File: config.mk
export PLATFORM = sky130hd
export DESIGN_NAME = fetch_prefetch_buffer_flat
export DESIGN_NICKNAME = d
export VERILOG_FILES = /design/src/rtl/instructions_pkg.sv /design/src/rtl/fetch_pkg.sv /design/src/rtl/fetch_prefetch_buffer_if.sv /design/src/rtl/prefetch_slot_array.sv /design/src/rtl/fetch_prefetch_buffer.sv /design/src/flat_wrapper.sv
export SDC_FILE = /design/constraint.sdc
export NUM_CORES = 1
export LEC_CHECK = 0
export BUFFER_PORTS_ARGS = -buffer_cell sky130_fd_sc_hd__clkbuf_2
export CAP_MARGIN = 30
export CORE_AREA = 2 2 171 190
export CTS_BUF_LIST = sky130_fd_sc_hd__clkbuf_4
export CTS_CLUSTER_DIAMETER = 60
export DETAILED_ROUTE_END_ITERATION = 10
export DIE_AREA = 0 0 173 192
export PLACE_DENSITY_LB_ADDON = 0.3
export SLEW_MARGIN = 20
export SYNTH_ARGS = -nofsm -noshare
export SYNTH_HDL_FRONTEND = slang
export SYNTH_SLANG_ARGS = --single-unit
File: constraint.sdc
create_clock -name clk -period 3 [get_ports clk]
set_input_delay 0.75 -clock clk [delete_from_list [all_inputs] [get_ports clk]]
set_output_delay 0.75 -clock clk [all_outputs]
set_load 0.02 [all_outputs]
File: src/rtl/instructions_pkg.sv
`default_nettype none
// +-----------------------------------------------------------------------------+
// | Package : instructions_pkg                                                  |
// | Brief   : Architectural register/word types shared across the core.         |
// | Rev     : 1.0                                                               |
// +-----------------------------------------------------------------------------+
package instructions_pkg;

   typedef logic [31:0] arch_reg;

endpackage
`default_nettype wire

File: src/rtl/fetch_pkg.sv
`default_nettype none
// +-----------------------------------------------------------------------------+
// | Package : fetch_pkg                                                         |
// | Brief   : Prefetch queue sizing and slot types for the fetch stage.         |
// | Rev     : 1.0                                                               |
// +-----------------------------------------------------------------------------+
package fetch_pkg;

   localparam int PREFETCH_DEPTH = 4;

   typedef struct packed {
      instructions_pkg::arch_reg pc;
      instructions_pkg::arch_reg instr;
      logic                      filled;
   } prefetch_entry_t;

   typedef logic [$clog2(PREFETCH_DEPTH):0] prefetch_ptr_t;

endpackage
`default_nettype wire

File: src/rtl/fetch_prefetch_buffer_if.sv
`default_nettype none
// +-----------------------------------------------------------------------------+
// | Interface : fetch_prefetch_buffer_if                                        |
// | Brief     : Redirect, memory request/response and fetch-stage output bus.   |
// | Rev       : 1.0                                                             |
// +-----------------------------------------------------------------------------+
interface fetch_prefetch_buffer_if;

   logic                      redirect_valid;
   instructions_pkg::arch_reg redirect_pc;
   logic                      mem_req_valid;
   logic                      mem_req_ready;
   instructions_pkg::arch_reg mem_req_addr;
   logic                      mem_resp_valid;
   instructions_pkg::arch_reg mem_resp_data;
   logic                      out_valid;
   logic                      out_ready;
   instructions_pkg::arch_reg out_pc;
   instructions_pkg::arch_reg out_instr;

   modport master (
      input  redirect_valid, redirect_pc, mem_req_ready, mem_resp_valid, mem_resp_data, out_ready,
      output mem_req_valid, mem_req_addr, out_valid, out_pc, out_instr
   );

   modport slave (
      output redirect_valid, redirect_pc, mem_req_ready, mem_resp_valid, mem_resp_data, out_ready,
      input  mem_req_valid, mem_req_addr, out_valid, out_pc, out_instr
   );

endinterface
`default_nettype wire

File: src/rtl/prefetch_slot_array.sv
`default_nettype none
// +-----------------------------------------------------------------------------+
// | Module : prefetch_slot_array                                                |
// | Brief  : Slot storage with allocate, fill and asynchronous read ports.      |
// | Rev    : 1.0                                                                |
// +-----------------------------------------------------------------------------+
module prefetch_slot_array
   import fetch_pkg::*;
#(
   parameter int DEPTH = PREFETCH_DEPTH
) (
   input  logic                       clk,
   input  logic                       rst_n,
   input  logic                       i_clear,
   input  logic                       i_alloc_en,
   input  logic [$clog2(DEPTH)-1:0]   i_alloc_idx,
   input  instructions_pkg::arch_reg  i_alloc_pc,
   input  logic                       i_fill_en,
   input  logic [$clog2(DEPTH)-1:0]   i_fill_idx,
   input  instructions_pkg::arch_reg  i_fill_instr,
   input  logic [$clog2(DEPTH)-1:0]   i_rd_idx,
   output prefetch_entry_t            o_rd_entry
);

   prefetch_entry_t r_slots [DEPTH];

   // Allocate and fill never target the same slot: a slot awaiting fill is never re-allocated.
   always_ff @(posedge clk or negedge rst_n) begin
      if (!rst_n) begin
         for (int i = 0; i < DEPTH; i++) begin
            r_slots[i] <= '0;
         end
      end else if (i_clear) begin
         for (int i = 0; i < DEPTH; i++) begin
            r_slots[i].filled <= 1'b0;
         end
      end else begin
         if (i_alloc_en) begin
            r_slots[i_alloc_idx].pc     <= i_alloc_pc;
            r_slots[i_alloc_idx].filled <= 1'b0;
         end
         if (i_fill_en) begin
            r_slots[i_fill_idx].instr  <= i_fill_instr;
            r_slots[i_fill_idx].filled <= 1'b1;
         end
      end
   end

   assign o_rd_entry = r_slots[i_rd_idx];

endmodule
`default_nettype wire

File: src/rtl/fetch_prefetch_buffer.sv
`default_nettype none
// +-----------------------------------------------------------------------------+
// | Module : fetch_prefetch_buffer                                              |
// | Brief  : Sequential instruction prefetch queue with redirect flush.         |
// | Rev    : 1.0                                                                |
// +-----------------------------------------------------------------------------+
module fetch_prefetch_buffer
   import instructions_pkg::*;
   import fetch_pkg::*;
#(
   parameter int      DEPTH    = PREFETCH_DEPTH,
   parameter arch_reg RESET_PC = 32'h0000_0000
) (
   input  logic                    clk,
   input  logic                    rst_n,
   fetch_prefetch_buffer_if.master bus
);

   localparam int                 c_IDX_W     = $clog2(DEPTH);
   localparam int                 c_PTR_W     = c_IDX_W + 1;
   localparam logic [c_PTR_W:0]   c_DEPTH_OCC = (c_PTR_W + 1)'(DEPTH);

   arch_reg                r_fetch_pc;
   logic [c_PTR_W-1:0]     r_head;
   logic [c_PTR_W-1:0]     r_alloc;
   logic [c_PTR_W-1:0]     r_fill;
   logic [c_PTR_W-1:0]     r_count;
   logic [c_PTR_W-1:0]     r_discard_cnt;

   logic [c_PTR_W-1:0]     w_unfilled;
   logic [c_PTR_W:0]       w_occupancy;
   logic                   w_req_fire;
   logic                   w_out_fire;
   logic                   w_resp_drop;
   logic                   w_resp_fill;
   prefetch_entry_t        w_head_entry;
   logic [1:0]             w_unused_pc_lsb;

   assign w_unused_pc_lsb = bus.redirect_pc[1:0];

   // Replies still owed to flushed requests occupy request credit until they drain.
   assign w_occupancy       = {1'b0, r_count} + {1'b0, r_discard_cnt};
   assign w_unfilled        = r_alloc - r_fill;
   assign bus.mem_req_valid = rst_n && !bus.redirect_valid && (w_occupancy < c_DEPTH_OCC);
   assign bus.mem_req_addr  = r_fetch_pc;
   assign w_req_fire        = bus.mem_req_valid && bus.mem_req_ready;
   assign w_resp_drop       = bus.mem_resp_valid && (r_discard_cnt != '0);
   assign w_resp_fill       = bus.mem_resp_valid && (r_discard_cnt == '0);

   assign bus.out_valid     = w_head_entry.filled && (r_count != '0);
   assign bus.out_pc        = w_head_entry.pc;
   assign bus.out_instr     = w_head_entry.instr;
   assign w_out_fire        = bus.out_valid && bus.out_ready;

   always_ff @(posedge clk or negedge rst_n) begin
      if (!rst_n) begin
         r_fetch_pc    <= RESET_PC;
         r_head        <= '0;
         r_alloc       <= '0;
         r_fill        <= '0;
         r_count       <= '0;
         r_discard_cnt <= '0;
      end else if (bus.redirect_valid) begin
         r_fetch_pc    <= {bus.redirect_pc[31:2], 2'b00};
         r_head        <= '0;
         r_alloc       <= '0;
         r_fill        <= '0;
         r_count       <= '0;
         r_discard_cnt <= r_discard_cnt + w_unfilled - c_PTR_W'(bus.mem_resp_valid);
      end else begin
         if (w_req_fire) begin
            r_alloc    <= r_alloc + 1'b1;
            r_fetch_pc <= r_fetch_pc + 32'd4;
         end
         if (w_resp_drop) begin
            r_discard_cnt <= r_discard_cnt - 1'b1;
         end
         if (w_resp_fill) begin
            r_fill <= r_fill + 1'b1;
         end
         if (w_out_fire) begin
            r_head <= r_head + 1'b1;
         end
         r_count <= r_count + c_PTR_W'(w_req_fire) - c_PTR_W'(w_out_fire);
      end
   end

   prefetch_slot_array #(
      .DEPTH (DEPTH)
   ) u_slots (
      .clk          (clk),
      .rst_n        (rst_n),
      .i_clear      (bus.redirect_valid),
      .i_alloc_en   (w_req_fire),
      .i_alloc_idx  (r_alloc[c_IDX_W-1:0]),
      .i_alloc_pc   (r_fetch_pc),
      .i_fill_en    (w_resp_fill),
      .i_fill_idx   (r_fill[c_IDX_W-1:0]),
      .i_fill_instr (bus.mem_resp_data),
      .i_rd_idx     (r_head[c_IDX_W-1:0]),
      .o_rd_entry   (w_head_entry)
   );

   // A reply with nothing outstanding means the memory lost request ordering.
   always_ff @(posedge clk) begin
      if (rst_n) begin
         assert (!bus.mem_resp_valid || (r_discard_cnt != '0) || (w_unfilled != '0));
         assert (r_count == (r_alloc - r_head));
      end
   end

endmodule
`default_nettype wire

File: src/flat_wrapper.sv
// flat-port wrapper written by rule: the top's interface ports become plain ports
module fetch_prefetch_buffer_flat import instructions_pkg::*; import fetch_pkg::*;
#(
   parameter int      DEPTH    = PREFETCH_DEPTH,
   parameter arch_reg RESET_PC = 32'h0000_0000
)
  (clk, rst_n, bus_redirect_valid, bus_redirect_pc, bus_mem_req_ready, bus_mem_resp_valid, bus_mem_resp_data, bus_out_ready, bus_mem_req_valid, bus_mem_req_addr, bus_out_valid, bus_out_pc, bus_out_instr);
  fetch_prefetch_buffer_if bus_i ();
  input  logic clk;
  input  logic rst_n;
  input wire logic [$bits(bus_i.redirect_valid)-1:0] bus_redirect_valid;
  input wire logic [$bits(bus_i.redirect_pc)-1:0] bus_redirect_pc;
  input wire logic [$bits(bus_i.mem_req_ready)-1:0] bus_mem_req_ready;
  input wire logic [$bits(bus_i.mem_resp_valid)-1:0] bus_mem_resp_valid;
  input wire logic [$bits(bus_i.mem_resp_data)-1:0] bus_mem_resp_data;
  input wire logic [$bits(bus_i.out_ready)-1:0] bus_out_ready;
  output wire logic [$bits(bus_i.mem_req_valid)-1:0] bus_mem_req_valid;
  output wire logic [$bits(bus_i.mem_req_addr)-1:0] bus_mem_req_addr;
  output wire logic [$bits(bus_i.out_valid)-1:0] bus_out_valid;
  output wire logic [$bits(bus_i.out_pc)-1:0] bus_out_pc;
  output wire logic [$bits(bus_i.out_instr)-1:0] bus_out_instr;
  assign bus_i.redirect_valid = bus_redirect_valid;
  assign bus_i.redirect_pc = bus_redirect_pc;
  assign bus_i.mem_req_ready = bus_mem_req_ready;
  assign bus_i.mem_resp_valid = bus_mem_resp_valid;
  assign bus_i.mem_resp_data = bus_mem_resp_data;
  assign bus_i.out_ready = bus_out_ready;
  assign bus_mem_req_valid = bus_i.mem_req_valid;
  assign bus_mem_req_addr = bus_i.mem_req_addr;
  assign bus_out_valid = bus_i.out_valid;
  assign bus_out_pc = bus_i.out_pc;
  assign bus_out_instr = bus_i.out_instr;
  fetch_prefetch_buffer #(.DEPTH(DEPTH), .RESET_PC(RESET_PC)) u_core (.clk(clk), .rst_n(rst_n), .bus(bus_i));
endmodule
==> results.yml <==
run_status:
  status: "finished, final reports clean"
logic_synthesis:
  synth_common_cells: "dfrtp_1, mux2_2, mux2_4, mux4_2, nand2_1"
  synth.distinct_cells: 61
  synth_flop_cell: "dfrtp_1"
  yosysWarnings: 0
  synth_enable_flop_cells: 0
  synthMostInstantiatedCell: "dfrtp_1"
  async_reset_ff_share_pct: 100.0
  yosys.area.top_type: "dfrtp_1"
  synth_area_per_cell_um2: 14.79
  synth_cells: 943
  seq_area_frac_synth_pct: 53.12
  synth_area_um2: 13940
  synth-seq-cells: 296
  synth_area_leaders: "dfrtp_1, mux2_2, mux4_2"
  synth.top_cell.area_share_pct: 53.12
sta:
  timing.hold.ws_ps: 230.4
  fmax_mhz: 336.9
  finalHoldViolations: 0
  fin_crit_sh_pct: 98.94
  finalSetupViolCount: 0
  rsz0062_at_grt: "yes"
  finalClockSkew_ps: 56.58
  worst_slew_pin_slew_ps: 847.8
  drv_slew: 0
  max_slew_margin_pct: 43.48
  fin_ws_ps: 31.78
  min_period_ps: 2968
hold_path:
  hp-class: "input port to async pin"
critical_path:
  r2r-start: "u_core.r_head[0]$_DFFE_PN0P_"
  critPathKind: "flop to output port"
  slowest_stage: "mux4_2"
  critPathLaunch: "u_core.r_head[0]$_DFFE_PN0P_"
  critical_path_arrival_ps: 2220
  crit_path_max_fanout: 16
  slowest_delay_ps: 510
  cp_top_family: "buffers and inverters"
  path_buf_inv: 2
  end_kind: "output port"
  worst_setup_path_start_kind: "flop"
  required_ps: 2250
  crit_path_cell_trace: "bufbuf_16 > mux4_2 > clkbuf_2"
global_route:
  antenna_found_initial: 3
  met1_usage_pct: 26.73
  grt_use_met3_pct: 5.087
  grt_max_degree: 157
  grt_use_met2_pct: 31.35
  grt_pass1_vias: 9154
  overflow: 0
  track_usage_pct: 19.80
  grt_pass1_wl_um: 51170
  busiest_layer: "met2"
layout:
  stdcell_count: 1627
  drive_gt1_share_pct: 51.16
  fin_util_pct: 53.56
  syn_to_final_growth_pct: 19.61
  final_nets: 1247
placement:
  port_buffers: 161
  hpwl_um: 19430
  placed_cells: 1483
  pre_cts_ws_ps: -183.4
  place_congestion: 0.7620
die:
  ios: 168
  coreArea_um2: 31140
  core.rowCount: 68
  die_w_um: 173
  dieArea_um2: 33220
  start_util_pct: 44.78
  die_h_um: 192
cts:
  clock-sinks: 296
  cts_buffers: 81
  cts_tree: "yes"
  cts_buffer_depth: 3
  cts.clk_slew.worst_paths_ps: 60
  clkLatencyLatePin_ps: 690
  root_buffer: "clkbuf_4"
  htreeDepth: 3
routing:
  wl_per_cell_um: 19.96
  first_iter_violations: 490
  viasPerCell: 5.337
  drt_first_pass_iters: 5
  vias: 8684
  wl_um: 32470
  post-route-drc-count: 0
  drtAntennaViolNets: 0
pwr:
  peakVddDrop_v: 0.0004070
  p_leak_nw: 8.165
  cellPowerDensity_nw_per_um2: 770.5
run:
  cap_violations: 0
-- path summary, 6_finish.rpt --
kind / endpoint / cells past startpoint / slack (ps)
min reg2reg: u_core.u_slots.r_slots[232]$_DFFE_PN0P_ / 2 / 480
max in group asynchronous: u_core.u_slots.r_slots[216]$_DFFE_PN0P_ / 4 / 1570
max reg2reg: u_core.r_count[2]$_DFF_PN0_ / 10 / 250
min: u_core.bus.mem_req_addr[19]$_DFFE_PN0P_ / 2 / 230
max: bus_out_instr[2] / 3 / 30
min in group clk: u_core.bus.mem_req_addr[4]$_DFFE_PN0P_ / 3 / 280
-- per-stage QoR --
step                instance area, um^2  power, mW  TNS, ps
CTS                               16370      12.68    -1477
finish                            16680      12.85        0
global route                      16680      13.63    -2497
detailed placement                15180      9.075   -183.4
floorplan                         13960      7.964        0
global placement                  15180      8.961   -149.5
-- power breakdown --
part	total, mW	switching [mW]	internal, mW
logic	3.89	1.74	2.14
registers	5.51	0.586	4.93
clock network	3.45	1.60	1.86
-- worst register-to-register path, stage by stage, from the launching register on --
cell and delay (ps):
dfrtp_4 480, buf_12 140, mux4_2 540, o311a_1 190
ha_1 300, inv_1 40, ha_1 180, fa_1 370
xnor2_1 190, xnor2_1 130, nor2_1 50
-- layer usage --
layer	part of all wire [%]	up-vias
met5	0.080	-
met4	1.6	4
met3	5.6	50
met2	48	243
met1	44	4473
li1	-	3914
-- placed cells by master, fill, tap and decap left out, drive strengths merged, types with 2 or more instances in the layout --
master  synthesis  final
dfrtp         296    296
clkbuf         20    238
mux2          230    230
buf            47     70
mux4           63     63
nand2          59     59
o21ai          38     38
inv            23     24
nor2           21     21
ha             16     16
nand3          16     16
clkinv          2     16
xnor2          14     14
nand4          12     12
xor2           10     10
nor4            6      6
and3            5      5
a221o           5      5
a22oi           5      5
fa              5      5
o311ai          5      5
a32o            4      4
a31o            4      4
o211ai          4      4
conb            1      4
or3             3      3
a21oi           3      3
mux2i           3      3
nor2b           2      2
o31ai           2      2
nand3b          2      2
nor3            2      2
bufbuf          0      2
-- registers in the layout (all words and copies together), names as in the netlist --
name,count
u_core.u_slots.r_slots,252
u_core.bus.mem_req_addr,30
u_core.r_alloc,3
u_core.r_count,3
u_core.r_discard_cnt,3
u_core.r_fill,3
u_core.r_head,2
-- logic make-up (layout without fill, tap and decap cells) --
family | Yosys count | count (layout) | share of synthesized area [%]
xor gates and xnor gates | 24 | 24 | 1.507
muxes | 296 | 296 | 30.98
DFF | 296 | 296 | 53.12
and+or+nand+nor | 135 | 135 | 5.016
other | 1 | 5 | 0.02689
buffers and inverters | 92 | 352 | 3.419
AOI/OAI and AO/OA | 78 | 78 | 3.778
adders and majority gates | 21 | 21 | 2.153
-- final cells by class --
class / instances / area (um^2)
Antenna cell: 1 / 2.502
Clock buffer: 117 / 878.3
Clock inverter: 16 / 88.84
Fill cell: 2658 / 14460
Inverter: 25 / 98.84
Multi-Input combinational cell: 558 / 6077
Sequential cell: 296 / 7415
Tap cell: 420 / 525.5
Timing Repair Buffer: 194 / 1594
-- what timing repair did --
action	4_1_cts	5_1_grt
buffers inserted	2	0
gates resized for setup	13	118
cloned	4	2
hold buffers	1	0
setup endpoints to repair	62	64
pin swaps	0	1
endpoints found under the hold margin	3	0
(Power assumes the default switching activity.)
